**config.mk**
```make
export PLATFORM = sky130hd
export DESIGN_NAME = param_pc_trace_buffer
export DESIGN_NICKNAME = d
export VERILOG_FILES = /design/src/rtl/param_pc_trace_buffer.sv
export SDC_FILE = /design/constraint.sdc
export NUM_CORES = 1
export LEC_CHECK = 0
export BUFFER_PORTS_ARGS = -buffer_cell sky130_fd_sc_hd__buf_4
export CORE_MARGIN = 1
export CORE_UTILIZATION = 30
export DETAILED_ROUTE_END_ITERATION = 7
export RECOVER_POWER = 25
export SLEW_MARGIN = 15
export SYNTH_ARGS = -nofsm -noshare
export SYNTH_HDL_FRONTEND = slang
export SYNTH_SLANG_ARGS = --single-unit
```
**constraint.sdc**
```tcl
create_clock -name pc_reg_clk_gated -period 6.6 [get_ports pc_reg_clk_gated]
set_input_delay 1.32 -clock pc_reg_clk_gated [delete_from_list [all_inputs] [get_ports pc_reg_clk_gated]]
set_output_delay 1.32 -clock pc_reg_clk_gated [all_outputs]
set_load 0.05 [all_outputs]
```
**src/rtl/param_pc_trace_buffer.sv**
```systemverilog
// Retirement-side PC observer.
// Counts retired instructions and control-flow redirects, records {source, target}
// PC pairs for redirects in a circular trace buffer, flags misaligned PC targets,
// and exposes a zero-latency combinational debug read port (index 0 = newest).
module param_pc_trace_buffer #(
    parameter int unsigned DEPTH    = 8,
    parameter int unsigned IDX_BITS = 3,
    parameter int unsigned CNT_W    = 32
) (
    input  logic                pc_reg_clk_gated,
    input  logic                reset,
    input  logic [31:0]         pc,
    input  logic [31:0]         pc_next,
    input  logic                trace_freeze,
    input  logic                trace_clr,
    input  logic [IDX_BITS-1:0] rd_idx,
    output logic                rd_valid,
    output logic [31:0]         rd_src_pc,
    output logic [31:0]         rd_tgt_pc,
    output logic [IDX_BITS:0]   trace_count,
    output logic                trace_overflow,
    output logic [CNT_W-1:0]    instret_cnt,
    output logic [CNT_W-1:0]    redirect_cnt,
    output logic                misalign_flag,
    output logic [31:0]         misalign_addr
);

    localparam logic [IDX_BITS:0] FULL_COUNT = (IDX_BITS + 1)'(DEPTH);

    // Entry storage; deliberately not reset, stale data is masked by rd_valid
    logic [31:0]         src_mem [DEPTH];
    logic [31:0]         tgt_mem [DEPTH];

    logic [IDX_BITS-1:0] wr_ptr;
    logic [IDX_BITS-1:0] rd_slot;

    logic                redirect;
    logic                record;
    logic                misaligned;
    logic                buf_full;

    // Classify the retiring instruction at this edge
    always_comb begin
        redirect   = (pc_next != (pc + 32'd4));
        record     = redirect && !trace_freeze && !trace_clr;
        misaligned = (pc_next[1:0] != 2'b00);
        buf_full   = (trace_count == FULL_COUNT);
    end

    // Write the redirect pair into the slot at the write pointer
    always_ff @(posedge pc_reg_clk_gated) begin
        if (!reset && record) begin
            src_mem[wr_ptr] <= pc;
            tgt_mem[wr_ptr] <= pc_next;
        end
    end

    // Retired-instruction and redirect counters; trace_freeze/trace_clr do not affect them
    always_ff @(posedge pc_reg_clk_gated) begin
        if (reset) begin
            instret_cnt  <= '0;
            redirect_cnt <= '0;
        end else begin
            instret_cnt <= instret_cnt + CNT_W'(1);
            if (redirect) begin
                redirect_cnt <= redirect_cnt + CNT_W'(1);
            end
        end
    end

    // Circular buffer bookkeeping: pointer, occupancy and sticky overflow
    always_ff @(posedge pc_reg_clk_gated) begin
        if (reset || trace_clr) begin
            wr_ptr         <= '0;
            trace_count    <= '0;
            trace_overflow <= 1'b0;
        end else if (record) begin
            wr_ptr <= wr_ptr + IDX_BITS'(1);
            if (buf_full) begin
                trace_overflow <= 1'b1;
            end else begin
                trace_count <= trace_count + (IDX_BITS + 1)'(1);
            end
        end
    end

    // Sticky misalignment flag; the address of the first offender is kept
    always_ff @(posedge pc_reg_clk_gated) begin
        if (reset || trace_clr) begin
            misalign_flag <= 1'b0;
            misalign_addr <= '0;
        end else if (misaligned) begin
            misalign_flag <= 1'b1;
            if (!misalign_flag) begin
                misalign_addr <= pc_next;
            end
        end
    end

    // Newest-first read: slot arithmetic wraps naturally at the pointer width
    always_comb begin
        rd_slot   = wr_ptr - IDX_BITS'(1) - rd_idx;
        rd_valid  = ({1'b0, rd_idx} < trace_count);
        rd_src_pc = '0;
        rd_tgt_pc = '0;
        if (rd_valid) begin
            rd_src_pc = src_mem[rd_slot];
            rd_tgt_pc = tgt_mem[rd_slot];
        end
    end

endmodule

```
Yosys cells after proc, flatten, opt, wreduce, memory -nomap -nowiden. Memory sizes are Yosys's and may differ from the RTL's. Index checks and enable logic that the tools add are counted.

Add/subtract/negate cells: 7. Order comparisons: 1. Eq/ne operators: 2. Multiplexer cells: 4. Bitwise operators: 2. Reduce and logical (&&, ||, !) cells: 11.

Operator list (number): $add 32x1->32 const B (2); $mux 32 (2); $add 32x3->32 const B (1); $ne 32x32->1 (1); $reduce_and 2->1 (3); $add 4x1->4 const B (1); $eq 4x4->1 const B (1); $lt 3x4->1 (1); $add 3x1->3 const B (1); $logic_and 1x1->1 (3); $logic_not 1->1 (3); $sub 3x1->3 const B (1); $sub 3x3->3 (1); $mux 1 (2); $not 1->1 (2); $reduce_bool 2->1 (1); $logic_or 1x1->1 (1).

Register bits after elaboration: 105. RAM bits: 512. Output and inout bits: 167. Logic and storage cells: 36. Memories: 2.

Memory list: src_mem (depth 8, width 32, read ports 1, clocked after memory_dff 0, wr ports 1, line 31) `logic [31:0] src_mem [DEPTH];`; tgt_mem (depth 8, width 32, read ports 1, clocked after memory_dff 0, wr ports 1, line 32) `logic [31:0] tgt_mem [DEPTH];`.

Longest topological paths before layout. Gate-level depths: netlist of the first run.

Word-level depth: 7. Gate-level depth with buffers: 12. Depth with buffers taken out: 10.

Least setup slack after synthesis of the first run. Ideal clock, no wire load.

Kind: input port to flip-flop. From: input pc[2]. To: memory src_mem[4][0], enable pin. Library setup time: 429 ps. Data arrival time: 4978 ps. Data required time: 6171 ps. Setup slack: 1192 ps. Stages: 12. Buffers on the path: 2. Path through: ha_1 > nand4_1 > or4_1 > buf_2 > or3_1 > a21oi_2 > nor3_1 > nand4b_4 > o21ai_2 > buf_6 > nor2_1 > and3_1.

Word-level cells in the longest chain between the ends: 7.

Ends and longest elaborated chain: start: declaration (line 12) `input logic [31:0] pc,`; $add 32x3->32 (line 44) `redirect = (pc_next != (pc + 32'd4));`; $ne 32x32->1 (line 44); $logic_and 1x1->1 (2 in a row) (line 45) `record = redirect && !trace_freeze && !trace_clr;`; $logic_and 1x1->1 (line 52) `if (!reset && record) begin`; $mux 1 (line 52); $mux 1 (implied by the code) (line 53) `src_mem[wr_ptr] <= pc;`; end: declaration (line 31).

No other way between the ends.

Worst setup path after layout of the first run.
From: input pc[3]. To: memory src_mem[3][22], enable pin.

The elaborated chain is that of the path after synthesis.

==> results.json, run 1 <==
{
  "cts-root-buf": "clkbuf_16",
  "synth_edf_count": 512,
  "cts_buffers": 69,
  "maxCapViolations": 0,
  "htreeDepth": 3,
  "syn_area_um2": 24900,
  "path_cells": "clkbuf_1, ha_1, nand4_1, or4_1, o31ai_2, nand4_1, nor4_1, nand4_1, nor4_2, nor3_1, and3_2, buf_4",
  "grtUsageTotal_pct": 15.7,
  "io_pins": 238,
  "synth.avg_cell_area_um2": 15.6,
  "placed_area_um2": 28200,
  "cp_max_fo": 23,
  "powerDensity_nw_per_um2": 296,
  "final.setup.tns_ns": 0,
  "period_share_pct": 84.1,
  "postCtsSetupRepairBufs": 0,
  "ys_async_sr_fraction_pct": 0,
  "ys.flop_type": "edfxtp_1",
  "stdcell_area_um2": 30400,
  "port_buffers": 237,
  "clock_skew_ns": 0.0211,
  "path_common_cell": "nand4_1",
  "path_class": "primary input to flop",
  "grt_overflow": 0,
  "setup_viol": 0,
  "drive_above_1_share_pct": 25.1,
  "grt_max_degree": 71,
  "fin_nets": 1940,
  "start_util_pct": 30.4,
  "yosysWarnings": 0,
  "nFillCells": 7727,
  "finalMaxSlewViolations": 0,
  "ys_types": 67,
  "cts_tree": "yes",
  "ys_seq_area_share_pct": 70.1,
  "die-width_um": 290,
  "grt_pass1_wl_mm": 99.5,
  "cp_slowest_cell": "or4_1",
  "drt_iter0_markers": 1139,
  "synthToLayoutAreaGrowth_pct": 21.9,
  "worst_pin_slew_ns": 1.15,
  "die_y_um": 290,
  "vias_per_cell": 5.04,
  "cp.required_ns": 6.92,
  "syn-num-nets": 1681,
  "synthCells": 1600,
  "place_congestion": 0.844,
  "vias": 15000,
  "die-area_um2": 84300,
  "maxSlewHeadroom_pct": 23.5,
  "hold_viol_final": 0,
  "clk-insertion-delay-late_ns": 0.61,
  "drtPass1Iterations": 7,
  "max_freq_mhz": 180,
  "core_um2": 82100,
  "grt_pass1_vias": 15400,
  "ir_worst_vdd_v": 0.000186,
  "cts_resized": 0,
  "hold_buffers": 0,
  "slowest_delay_ns": 0.73,
  "end_kind": "flop",
  "leakage_nw": 10.1,
  "postRouteAntennaNets": 0,
  "ctsLongestPathBuffers": 3,
  "dp_hpwl_mm": 42.3,
  "wl_mm": 67.0,
  "fin_crit_ns": 5.55,
  "clk_pin_slew_ns": 0.06,
  "cts_num_sinks": 617,
  "rsz0062_at_grt": "false",
  "antenna_found_initial": 5,
  "hp-class": "flop to flop",
  "wl_per_cell_um": 22.5,
  "status": "finished, final reports clean",
  "ys_ff_latch": 617,
  "worst_setup_path_start_kind": "primary input",
  "arrival_ns": 5.87,
  "drc_errors": 0,
  "core.rowCount": 105
}
## state kept, by name (all words and copies together) (netlist names)
| signal | cells |
|---|---|
| trace_overflow | 1 |
| instret_cnt | 32 |
| redirect_cnt | 32 |
| misalign_addr | 32 |
| tgt_mem | 256 |
| trace_count | 4 |
| src_mem | 256 |
| wr_ptr | 3 |
| misalign_flag | 1 |
## cells in the final DEF, fill, tap and decap left out, drive strengths merged, types with 3 or more instances in the layout
| cell type | synthesis | routed |
|---|---|---|
| buf | 21 | 216 |
| and3 | 17 | 17 |
| inv | 20 | 24 |
| or3b | 3 | 3 |
| nand2 | 233 | 233 |
| nor3 | 19 | 19 |
| ha | 9 | 9 |
| mux4 | 128 | 128 |
| nor4 | 8 | 8 |
| o211ai | 4 | 4 |
| clkbuf | 54 | 136 |
| a21oi | 133 | 133 |
| o21ai | 45 | 45 |
| or4 | 3 | 3 |
| dfxtp | 105 | 105 |
| nand4 | 25 | 25 |
| or3 | 34 | 34 |
| xor2 | 45 | 45 |
| clkinv | 0 | 19 |
| nor2 | 59 | 59 |
| bufinv | 0 | 8 |
| o31ai | 4 | 4 |
| edfxtp | 512 | 512 |
| and4 | 7 | 7 |
| nor2b | 4 | 4 |
| nand4b | 3 | 3 |
| and2 | 10 | 10 |
| xnor2 | 26 | 26 |
| nand3 | 29 | 29 |
| clkinvlp | 0 | 4 |
| nor3b | 3 | 3 |
| or2 | 6 | 6 |
## final timing paths
kind	start	to	slack (ns)	cells after the start
worst max-delay path	pc[3]	src_mem[3][22]$_DFFE_PP_	1.05	12
worst min-delay path	misalign_addr[7]$_SDFFE_PP0P_	misalign_addr[7]$_SDFFE_PP0P_	0.46	2
worst max register to register	redirect_cnt[4]$_SDFFE_PP0P_	redirect_cnt[28]$_SDFFE_PP0P_	4.11	9
worst min register to register	misalign_addr[7]$_SDFFE_PP0P_	misalign_addr[7]$_SDFFE_PP0P_	0.46	2
## final cells by class
cell class	count	area (um^2)	share of cell area [%]
antenna	1	2.50	0.00823
clock buffer	89	1870	6.17
clock inverter	35	507	1.67
inverter	20	75.1	0.247
multi-input combinational	888	7140	23.5
sequential	617	17500	57.5
tap	1070	1340	4.40
timing repair buffer	263	1990	6.53
## synthesized netlist by cell type, types with 4 or more instances
| master | count | share of area, % |
|---|---|---|
| o21ai_0 | 41 | 0.82 |
| ha_1 | 9 | 0.45 |
| a21oi_1 | 132 | 2.6 |
| xnor2_1 | 26 | 0.91 |
| dfxtp_1 | 105 | 8.4 |
| o211ai_1 | 4 | 0.12 |
| nand4_1 | 24 | 0.60 |
| xor2_1 | 45 | 1.6 |
| nor2_1 | 59 | 0.89 |
| inv_1 | 20 | 0.30 |
| nand3_1 | 29 | 0.58 |
| nand2_1 | 233 | 3.5 |
| and2_1 | 10 | 0.25 |
| or3_1 | 34 | 0.85 |
| nor4_1 | 7 | 0.18 |
| buf_1 | 14 | 0.21 |
| and3_1 | 17 | 0.43 |
| mux4_2 | 128 | 12 |
| clkbuf_1 | 53 | 0.80 |
| or2_2 | 5 | 0.13 |
| edfxtp_1 | 512 | 62 |
| nor3_1 | 17 | 0.34 |
| nor2b_1 | 4 | 0.10 |
| and4_1 | 7 | 0.25 |
## layer usage
metal / routed length (um) / vias to the layer above / global-route usage, %
li1: - / 6700 / -
met1: 28700 / 7743 / 20.9
met2: 31700 / 498 / 25.3
met3: 5520 / 88 / 4.60
met4: 1040 / 6 / 3.52
met5: 46 / - / 0
## logic make-up (layout without fill, tap and decap cells)
family          count (synthesis)  after routing  share of synthesized area [%]
simple gates                  469            469                           8.98
xor+xnor                       71             71                           2.49
compound gates                207            207                           4.64
mux                           131            131                           11.7
buf+inv                        95            407                           1.56
fa+ha+maj                      10             10                          0.532
other cells                     0              1                              0
flops                         617            617                           70.1
## power breakdown
part | switching, mW | internal, mW | total, mW | leakage, nW
logic | 0.500 | 0.260 | 0.760 | 3.53
clock network | 1.62 | 2.36 | 3.98 | 1.14
registers | 0.0139 | 4.24 | 4.25 | 5.46
total | 2.14 | 6.86 | 8.99 | 10.1
## worst max-delay path: cells and delay by family
kind / cells / cell delay [ns]
AO/OA/AOI/OAI: 1 / 0.38
buffers and inverters: 2 / 0.77
AND/OR/NAND/NOR: 8 / 3.05
adder cells (fa/ha/maj): 1 / 0.31
## per-stage QoR
step                power, mW  hold slack, ns  utilization, %  std cells  worst slack (ns)
floorplan                4.80           0.491               -       1600              1.19
global route             9.27           0.472            37.0       2982             0.719
CTS                      9.11           0.457            37.2       2982              1.11
finish                   8.99           0.455            37.0       2983              1.05
global placement         5.11           0.444            34.3       2858             0.821
detailed placement       5.12           0.449            34.3       2858             0.750
Note: power is estimated with default switching activity, not from simulation.
==> run 2: changes to the inputs <==
clock period = 5.23 ns   (was 6.6 ns; I/O delays follow)
==> run 2 against run 1 <==
Setup slack worse by 0.67 ns. Final area grew 0.55%. Non-clock buffer count up 21. Critical endpoint is now rd_tgt_pc[10]. Core utilization up 0.20 points. Critical path depth is 1 lower. Highest routed layer unchanged.
==> results.json, run 2 (synthesized netlist as in run 1, its figures left out) <==
{
  "drtPass1Iterations": 5,
  "cp_max_fo": 32,
  "drt_iter0_markers": 1172,
  "clk-insertion-delay-late_ns": 0.63,
  "end_kind": "primary output",
  "cts_num_sinks": 617,
  "place_ws_ns": 0.323,
  "final.setup.tns_ns": 0,
  "dp_hpwl_mm": 43.8,
  "setup_viol": 0,
  "grt_pass1_vias": 15400,
  "cts_tree": "yes",
  "clk_pin_slew_ns": 0.06,
  "cts_resized": 0,
  "core.rowCount": 105,
  "rsz0062_at_grt": "false",
  "period_share_pct": 92.6,
  "total_power_mw": 11.3,
  "grtUsageTotal_pct": 16.0,
  "die-area_um2": 84300,
  "io_pins": 238,
  "status": "finished, final reports clean",
  "powerDensity_nw_per_um2": 370,
  "finalMaxSlewViolations": 0,
  "postCtsSetupRepairBufs": 0,
  "grt_pass1_wl_mm": 100,
  "drc_errors": 0,
  "place_congestion": 0.795,
  "hold_viol_final": 0,
  "fin_crit_ns": 4.85,
  "antenna_found_initial": 2,
  "postRouteAntennaNets": 0,
  "nFillCells": 7680,
  "grt_overflow": 0,
  "worst_setup_path_start_kind": "primary input",
  "ctsLongestPathBuffers": 3,
  "final_common_cell": "edfxtp_1",
  "cp.required_ns": 4.18,
  "cts_buffers": 70,
  "max_freq_mhz": 206,
  "vias": 15200,
  "maxSlewHeadroom_pct": 39.7,
  "hp-class": "flop to flop",
  "fin_ws_ns": 0.385,
  "cts-root-buf": "clkbuf_16",
  "hold_buffers": 0,
  "die-width_um": 290,
  "vias_per_cell": 5.04,
  "whs_ns": 0.455,
  "largestRegisters": "src_mem x256, tgt_mem x256",
  "port_buffers": 237,
  "synthToLayoutAreaGrowth_pct": 22.6,
  "wl_per_cell_um": 22.6,
  "fin_nets": 1962,
  "worst_pin_slew_ns": 0.905,
  "layout_common_cells": "edfxtp_1, nand2_1, buf_4",
  "start_util_pct": 30.4,
  "multi_input_comb_area_um2": 7140,
  "regArea_um2": 17500,
  "drive_above_1_share_pct": 26.1,
  "arrival_ns": 3.80,
  "die_y_um": 290,
  "htreeDepth": 3,
  "path_class": "primary input to primary output",
  "ir_worst_vdd_v": 0.000205,
  "core_um2": 82100,
  "maxCapViolations": 0,
  "clock_skew_ns": 0.0321,
  "wl_mm": 68.0,
  "grt_max_degree": 71,
  "leakage_nw": 10.2
}
-- run 2: cell types whose count changed in the layout (fill, tap and decap cells not counted), sizes merged --
cell,before,now
bufinv,8,7
buf,216,236
inv,24,26
clkinv,19,31
clkbuf,136,126
-- run 2: final cells by class --
cell class,count,share of cell area (%)
Sequential cell,617,57.2
Multi-Input combinational cell,888,23.4
Timing Repair Buffer,284,7.16
Clock buffer,78,5.93
Tap cell,1070,4.38
Clock inverter,48,1.74
Inverter,20,0.246
Antenna cell,1,0.00819
-- run 2: layer usage --
metal  track usage (%)  up-vias  routed length (um)
met5                 0        -                  19
met1              21.0     7837               28800
met4              3.48        4                 990
met3              4.28       75                5350
li1                  -     6743                   -
met2              26.3      492               32800
-- run 2: per-stage QoR --
stage | utilization (%) | cell area [um^2] | instances
floorplan | - | 24900 | 1600
global placement | 34.6 | 28400 | 2879
detailed placement | 34.6 | 28400 | 2879
CTS | 37.4 | 30700 | 3005
global route | 37.2 | 30600 | 3005
finish | 37.2 | 30600 | 3006
-- run 2: worst paths after layout --
| kind | startpoint | slack (ns) | to | depth (start not counted) |
|---|---|---|---|---|
| setup / recovery | rd_idx[0] | 0.38 | rd_tgt_pc[10] | 11 |
| hold / removal | misalign_addr[15]$_SDFFE_PP0P_ | 0.45 | misalign_addr[15]$_SDFFE_PP0P_ | 2 |
| setup reg to reg | redirect_cnt[3]$_SDFFE_PP0P_ | 2.69 | redirect_cnt[24]$_SDFFE_PP0P_ | 9 |
| hold reg to reg | misalign_addr[15]$_SDFFE_PP0P_ | 0.45 | misalign_addr[15]$_SDFFE_PP0P_ | 2 |
-- run 2: worst max-delay path, stage by stage --
cell,delay [ns]
buf_4,0.13
inv_1,0.13
ha_4,0.15
inv_1,0.05
fa_4,0.91
buf_12,0.25
buf_12,0.25
mux4_2,0.22
nand2_1,0.05
a21oi_1,0.32
buf_4,0.27
-- run 2: power by group --
part	switching (mW)	leakage, nW	total, mW	internal [mW]
clock network	2.07	1.14	4.96	2.89
logic	0.635	3.64	0.972	0.337
registers	0.0183	5.46	5.37	5.35
